==> src/rtl/mixer_pkg.sv <==
`default_nettype none
// ============================================================================
// Module   : mixer_pkg
// Brief    : Shared types and constants for the mixer volume ramp.
// Revision : 1.0
// ============================================================================
package mixer_pkg;

  typedef enum logic [0:0] {
    ST_IDLE = 1'b0,
    ST_SCAN = 1'b1
  } vol_state_e;

  localparam logic [31:0] VOL_UNITY = 32'h0100_0000;
  localparam logic [31:0] DEF_STEP  = 32'h0000_1000;

endpackage
`default_nettype wire

==> src/rtl/vol_step.sv <==
`default_nettype none
// ============================================================================
// Module   : vol_step
// Brief    : Moves a gain one clamped step toward its effective target.
// Revision : 1.0
// ============================================================================
module vol_step #(
  parameter int VOL_WIDTH = 32
) (
  input  logic [VOL_WIDTH-1:0] i_cur,
  input  logic [VOL_WIDTH-1:0] i_eff,
  input  logic [VOL_WIDTH-1:0] i_step,
  output logic [VOL_WIDTH-1:0] o_next
);

  logic [VOL_WIDTH:0] w_up;
  logic [VOL_WIDTH:0] w_dn;

  // One extra bit so a step near either end of the range can never wrap.
  always_comb begin
    w_up   = {1'b0, i_cur} + {1'b0, i_step};
    w_dn   = {1'b0, i_cur} - {1'b0, i_step};
    o_next = i_cur;
    if (i_cur < i_eff) begin
      o_next = (w_up > {1'b0, i_eff}) ? i_eff : w_up[VOL_WIDTH-1:0];
    end else if (i_cur > i_eff) begin
      o_next = (w_dn[VOL_WIDTH] || (w_dn < {1'b0, i_eff})) ? i_eff : w_dn[VOL_WIDTH-1:0];
    end
  end

endmodule
`default_nettype wire

==> src/rtl/mixer_vol_ramp.sv <==
`default_nettype none
// ============================================================================
// Module   : mixer_vol_ramp
// Brief    : Per-channel gain slew toward programmable targets, one channel
//            per clock on each sample tick. Option: MIXER_VOL_RAMP_SOFTMUTE_EN.
// Revision : 1.0
// ============================================================================
module mixer_vol_ramp
  import mixer_pkg::*;
#(
  parameter int                   NUM_CH      = 8,
  parameter int                   NUM_CH_LOG2 = 3,
  parameter int                   VOL_WIDTH   = 32,
  parameter logic [VOL_WIDTH-1:0] STEP        = VOL_WIDTH'(DEF_STEP),
  parameter logic [VOL_WIDTH-1:0] RESET_VOL   = VOL_WIDTH'(VOL_UNITY)
) (
  input  logic                          clk,
  input  logic                          rst,
  input  logic                          wr_i,
  input  logic [NUM_CH_LOG2-1:0]        wr_ch_i,
  input  logic [VOL_WIDTH-1:0]          wr_vol_i,
  output logic                          wr_ack_o,
  input  logic                          tick_i,
  input  logic [NUM_CH-1:0]             mute_i,
  output logic [NUM_CH*VOL_WIDTH-1:0]   vol_o,
  output logic [NUM_CH-1:0]             settled_o,
  output logic                          busy_o
);

  logic [VOL_WIDTH-1:0]   r_tgt [NUM_CH];
  logic [VOL_WIDTH-1:0]   r_cur [NUM_CH];
  logic [VOL_WIDTH-1:0]   w_eff [NUM_CH];
  vol_state_e             r_state;
  logic [NUM_CH_LOG2-1:0] r_ch;
  logic                   r_pend;
  logic                   r_wr_ack;
  logic                   w_last;
  logic [VOL_WIDTH-1:0]   w_next;

`ifdef MIXER_VOL_RAMP_SOFTMUTE_EN
  for (genvar k = 0; k < NUM_CH; k++) begin : g_eff
    assign w_eff[k] = mute_i[k] ? '0 : r_tgt[k];
  end
`else
  for (genvar k = 0; k < NUM_CH; k++) begin : g_eff
    assign w_eff[k] = r_tgt[k];
  end
  logic w_unused_mute;
  assign w_unused_mute = ^mute_i;
`endif

  for (genvar k = 0; k < NUM_CH; k++) begin : g_out
    assign vol_o[k*VOL_WIDTH +: VOL_WIDTH] = r_cur[k];
    assign settled_o[k]                    = (r_cur[k] == w_eff[k]);
  end

  assign w_last   = (r_ch == NUM_CH_LOG2'(NUM_CH - 1));
  assign busy_o   = (r_state == ST_SCAN);
  assign wr_ack_o = r_wr_ack;

  vol_step #(.VOL_WIDTH(VOL_WIDTH)) u_step (
    .i_cur  (r_cur[r_ch]),
    .i_eff  (w_eff[r_ch]),
    .i_step (STEP),
    .o_next (w_next)
  );

  always_ff @(posedge clk or posedge rst) begin
    if (rst) begin
      for (int k = 0; k < NUM_CH; k++) r_tgt[k] <= RESET_VOL;
      r_wr_ack <= 1'b0;
    end else begin
      r_wr_ack <= wr_i;
      if (wr_i) r_tgt[wr_ch_i] <= wr_vol_i;
    end
  end

  always_ff @(posedge clk or posedge rst) begin
    if (rst) begin
      for (int k = 0; k < NUM_CH; k++) r_cur[k] <= RESET_VOL;
    end else if (r_state == ST_SCAN) begin
      r_cur[r_ch] <= w_next;
    end
  end

  // At most one tick is queued while scanning; a tick on the final cycle
  // restarts the scan directly.
  always_ff @(posedge clk or posedge rst) begin
    if (rst) begin
      r_state <= ST_IDLE;
      r_ch    <= '0;
      r_pend  <= 1'b0;
    end else begin
      case (r_state)
        ST_IDLE: begin
          if (tick_i) begin
            r_state <= ST_SCAN;
            r_ch    <= '0;
          end
        end
        ST_SCAN: begin
          if (w_last) begin
            r_ch   <= '0;
            r_pend <= 1'b0;
            if (!(r_pend || tick_i)) r_state <= ST_IDLE;
          end else begin
            r_ch <= r_ch + 1'b1;
            if (tick_i) r_pend <= 1'b1;
          end
        end
        default: r_state <= ST_IDLE;
      endcase
    end
  end

endmodule
`default_nettype wire

==> config.mk <==
export PLATFORM = sky130hd
export DESIGN_NAME = mixer_vol_ramp
export DESIGN_NICKNAME = d
export VERILOG_FILES = /design/src/rtl/mixer_pkg.sv /design/src/rtl/vol_step.sv /design/src/rtl/mixer_vol_ramp.sv
export SDC_FILE = /design/constraint.sdc
export NUM_CORES = 2
export LEC_CHECK = 0
export ABC_AREA = 1
export CAP_MARGIN = 10
export CORE_AREA = 2 2 285 287
export DETAILED_ROUTE_END_ITERATION = 16
export DIE_AREA = 0 0 287 289
export PLACE_DENSITY = 0.72
export SYNTH_ARGS = -nofsm -noshare
export SYNTH_HDL_FRONTEND = slang
export SYNTH_HIERARCHICAL = 1
export SYNTH_SLANG_ARGS = --single-unit
==> constraint.sdc <==
create_clock -name clk -period 18 [get_ports clk]
set_clock_uncertainty 0.15 [all_clocks]
set_input_delay 1.8 -clock clk [delete_from_list [all_inputs] [get_ports clk]]
set_output_delay 1.8 -clock clk [all_outputs]
set_load 0.03 [all_outputs]
==> key figures <==
Status
  • Status: completed

Global routing
  • GRT Resource Usage Total: 32.8%
  • Grt ovf: 0
  • Largest net degree at the start of global routing: 129
  • First-pass GRT wire length: 206000 µm
  • Initial antenna violation count: 1
  • Vias in the first global route: 33.2k

Placed design
  • IO buf count: 304
  • Final GP Congestion: 1.01
  • DP Wirelength: 106000 µm
  • Placed insts: 6617

CTS
  • CTS Buffer Depth: 3
  • Worst-Skew Late Latency: 0.66 ns
  • TritonCTS clock tree: done
  • CTS sink count: 518
  • # hold bufs at CTS: 0
  • Worst-path clk slew: 0.06 ns
  • Post_cts resized: 0
  • CTS buffer count: 56
  • Clk root buf: clkbuf_16
  • H-tree Lvls: 2
  • Setup Fix Bufs, Post-CTS: 0

Finish
  • Diode count: 0
  • Util after Layout: 52.2%
  • Fin nets: 5826
  • Multi-input logic area: 0.0191 mm²
  • Share of cells above drive strength 1: 3.92%
  • Layout area overhead: 16.9%
  • Sequential cell area: 0.0130 mm²
  • Finished Layout Cells: 6720
  • Fillcell total: 7888

Critical path
  • Setup CP Type: register to register
  • Worst path buffer plus inverter count: 7
  • Arrival @ worst endpoint: 9.38 ns
  • Worst EP required: 18.39 ns
  • Max stage delay on crit path: 1.00 ns
  • Largest fanout on the critical path: 85
  • R2R setup slack: 9.01 ns
  • Slowest CP cell: dfrtp_4
  • Crit. End Element: register
  • Top delay family on crit path: simple AND/OR/NAND/NOR gates
  • CP startpoint kind: register

Logic synthesis
  • Compound-gate portion of the synthesized area: 17.2%
  • #FFs+latches synth: 518
  • Most frequent cell after synthesis: nand2_1
  • Synth top cells by count: nand2_1, inv_1, o21ai_0, dfrtp_1, nor2_1
  • Netlist cell types: 51
  • Syn avg cell area: 6.66 µm²
  • Yosys warning count: 6
  • Synth Area in Adders: 5.76%
  • Post-Synth Simple-Gate Area: 27.8%
  • Most used DFF post-synth: dfrtp_1
  • Mux contribution to synthesized area: 0%
  • Number of synthesized flops with an enable pin: 0
  • Synth Cell Area: 0.0357 mm²
  • Post-Synth XOR/XNOR Area: 1.74%
  • Cell taking the most area after synthesis: dfrtp_1
  • Main combinational cell family by area after synthesis: simple AND/OR/NAND/NOR gates
  • Seq/Total Area, Yosys: 36.4%
  • Top post-synthesis cells by area: dfrtp_1, nand2_1, o21ai_0
  • Area share of the largest cell type after synthesis: 35.2%
  • Mapped Cells: 5357
  • Post-synth ARST share: 100%

Timing
  • Fin crit share: 50.0%
  • WHS: 0.358 ns
  • Fmax: 111 MHz
  • Time the worst path needs with I/O delays and setup: 8.99 ns
  • Setup TNS: 0 ns
  • Final Hold Vio Count: 0
  • Worst rel slew slack: 16.5%
  • Final setup viols: 0
  • Unrepaired setup endpoints after global routing: false
  • Tightest Pin Transition: 1.25 ns
  • Fin. max-slew vios: 0

Drt
  • DR WL/cell: 20.8 µm
  • Drt drc: 0
  • Initial DRC Count: 4378
  • DRT Wirelength: 140000 µm
  • Routed Antenna Nets: 0
  • Drt pass-1 iters: 8
  • Via count: 36.9k
  • Vias per cell: 5.49

Die
  • I/O pin count: 313
  • FP Rows: 104
  • Die height: 289 µm
  • Die Width: 287 µm
  • CORE AREA: 0.0799 mm²
  • Die area: 0.0829 mm²
  • Initial Utilization: 44.6%

Job
  • Max Cap Viol: 0

Worst hold path
  • Worst Hold Class: register to register
==> logic make-up (layout without fill, tap and decap cells) <==
logic type / after synthesis / after routing
AO/OA/AOI/OAI: 1091 / 1091
XOR/XNOR: 71 / 71
adder cells (fa/ha/maj): 163 / 163
buffers and inverters: 997 / 1238
flip-flops: 518 / 518
other: 2 / 64
AND/OR/NAND/NOR: 2515 / 2515
==> placed cells by master, fill, tap and decap left out, types with 4 or more instances in the layout <==
| cell type | instances |
|---|---|
| o21ai_0 | 670 |
| o21a_1 | 15 |
| o21ai_1 | 27 |
| buf_4 | 64 |
| a21o_1 | 7 |
| nor2_1 | 433 |
| clkdlybuf4s50_1 | 304 |
| nand2_1 | 1777 |
| nor4_1 | 8 |
| conb_1 | 64 |
| nor2_4 | 4 |
| bufinv_16 | 5 |
| clkinv_2 | 14 |
| clkbuf_8 | 12 |
| nand4_1 | 24 |
| ha_1 | 161 |
| o2111ai_1 | 64 |
| a21oi_1 | 152 |
| nand3b_1 | 7 |
| nand3_1 | 210 |
| o21bai_1 | 12 |
| xor2_1 | 71 |
| nand2_2 | 18 |
| o211ai_1 | 125 |
| inv_2 | 6 |
| clkbuf_1 | 8 |
| inv_1 | 757 |
| clkbuf_16 | 56 |
| dfstp_2 | 16 |
| dfrtp_1 | 501 |
| nor3_1 | 17 |
==> flip-flops by register name (all words and copies together), names as in the netlist <==
name      count
r_tgt       256
vol_o       256
r_ch          3
busy_o        1
r_pend        1
wr_ack_o      1
==> layout make-up <==
cell class / instances / share of cell area, %
inverter: 767 / 6.93
sequential: 518 / 31.1
tap: 1060 / 3.18
timing repair buffer: 369 / 8.48
multi-input combinational: 3904 / 45.7
clock buffer: 76 / 3.83
clock inverter: 26 / 0.759
==> worst register-to-register path, cell delays in order, from the launching register on <==
cell	delay, ns
dfrtp_4	1.00
buf_4	0.84
buf_4	0.82
nand2_1	0.19
o211ai_1	0.16
o2111ai_1	0.15
buf_4	0.23
ha_1	0.37
nor2_1	0.10
a21oi_1	0.47
o21ai_0	0.16
inv_1	0.08
nand2_1	0.22
nand3b_1	0.18
nand2_1	0.08
xor2_1	0.36
inv_1	0.10
ha_1	0.31
nand4_1	0.09
nor4_1	0.68
nand3_1	0.76
buf_4	0.47
nand3_1	0.11
nand3_1	0.10
nand2_1	0.24
inv_1	0.25
o21ai_0	0.24
==> per-stage QoR <==
step | area (µm²) | worst slack (ns)
4_1_cts | 41700 | 9.24
3_5_place_dp | 39800 | 9.31
6_report | 41700 | 9.01
5_1_grt | 41700 | 8.59
3_3_place_gp | 39800 | 9.38
2_1_floorplan | 35900 | 1.61
==> routing by layer <==
| metal | GRT usage, % | vias up | share of wire, % |
|---|---|---|---|
| met1 | 43.3 | 17100 | 40 |
| li1 | - | 17500 | - |
| met5 | 0 | - | 0.0050 |
| met2 | 51.8 | 1851 | 44 |
| met3 | 5.11 | 348 | 9.1 |
| met4 | 18.0 | 2 | 6.5 |
==> path summary, 6_finish.rpt <==
| check | cells after the start | start | end |
|---|---|---|---|
| hold / removal | 2 | r_tgt[216]$_DFFE_PP1P_ | r_tgt[216]$_DFFE_PP1P_ |
| setup reg to reg | 26 | r_ch[0]$_DFFE_PP0P_ | vol_o[47]$_DFFE_PP0P_ |
| max in group asynchronous | 5 | rst | vol_o[205]$_DFFE_PP0P_ |
| min in group asynchronous | 2 | rst | vol_o[101]$_DFFE_PP0P_ |
| hold reg to reg | 2 | r_tgt[216]$_DFFE_PP1P_ | r_tgt[216]$_DFFE_PP1P_ |
| setup / recovery | 26 | r_ch[0]$_DFFE_PP0P_ | vol_o[47]$_DFFE_PP0P_ |
Power is left out: the tool's default activity adds up to more than one toggle a clock period on the data nets, which glitch-free logic cannot reach.
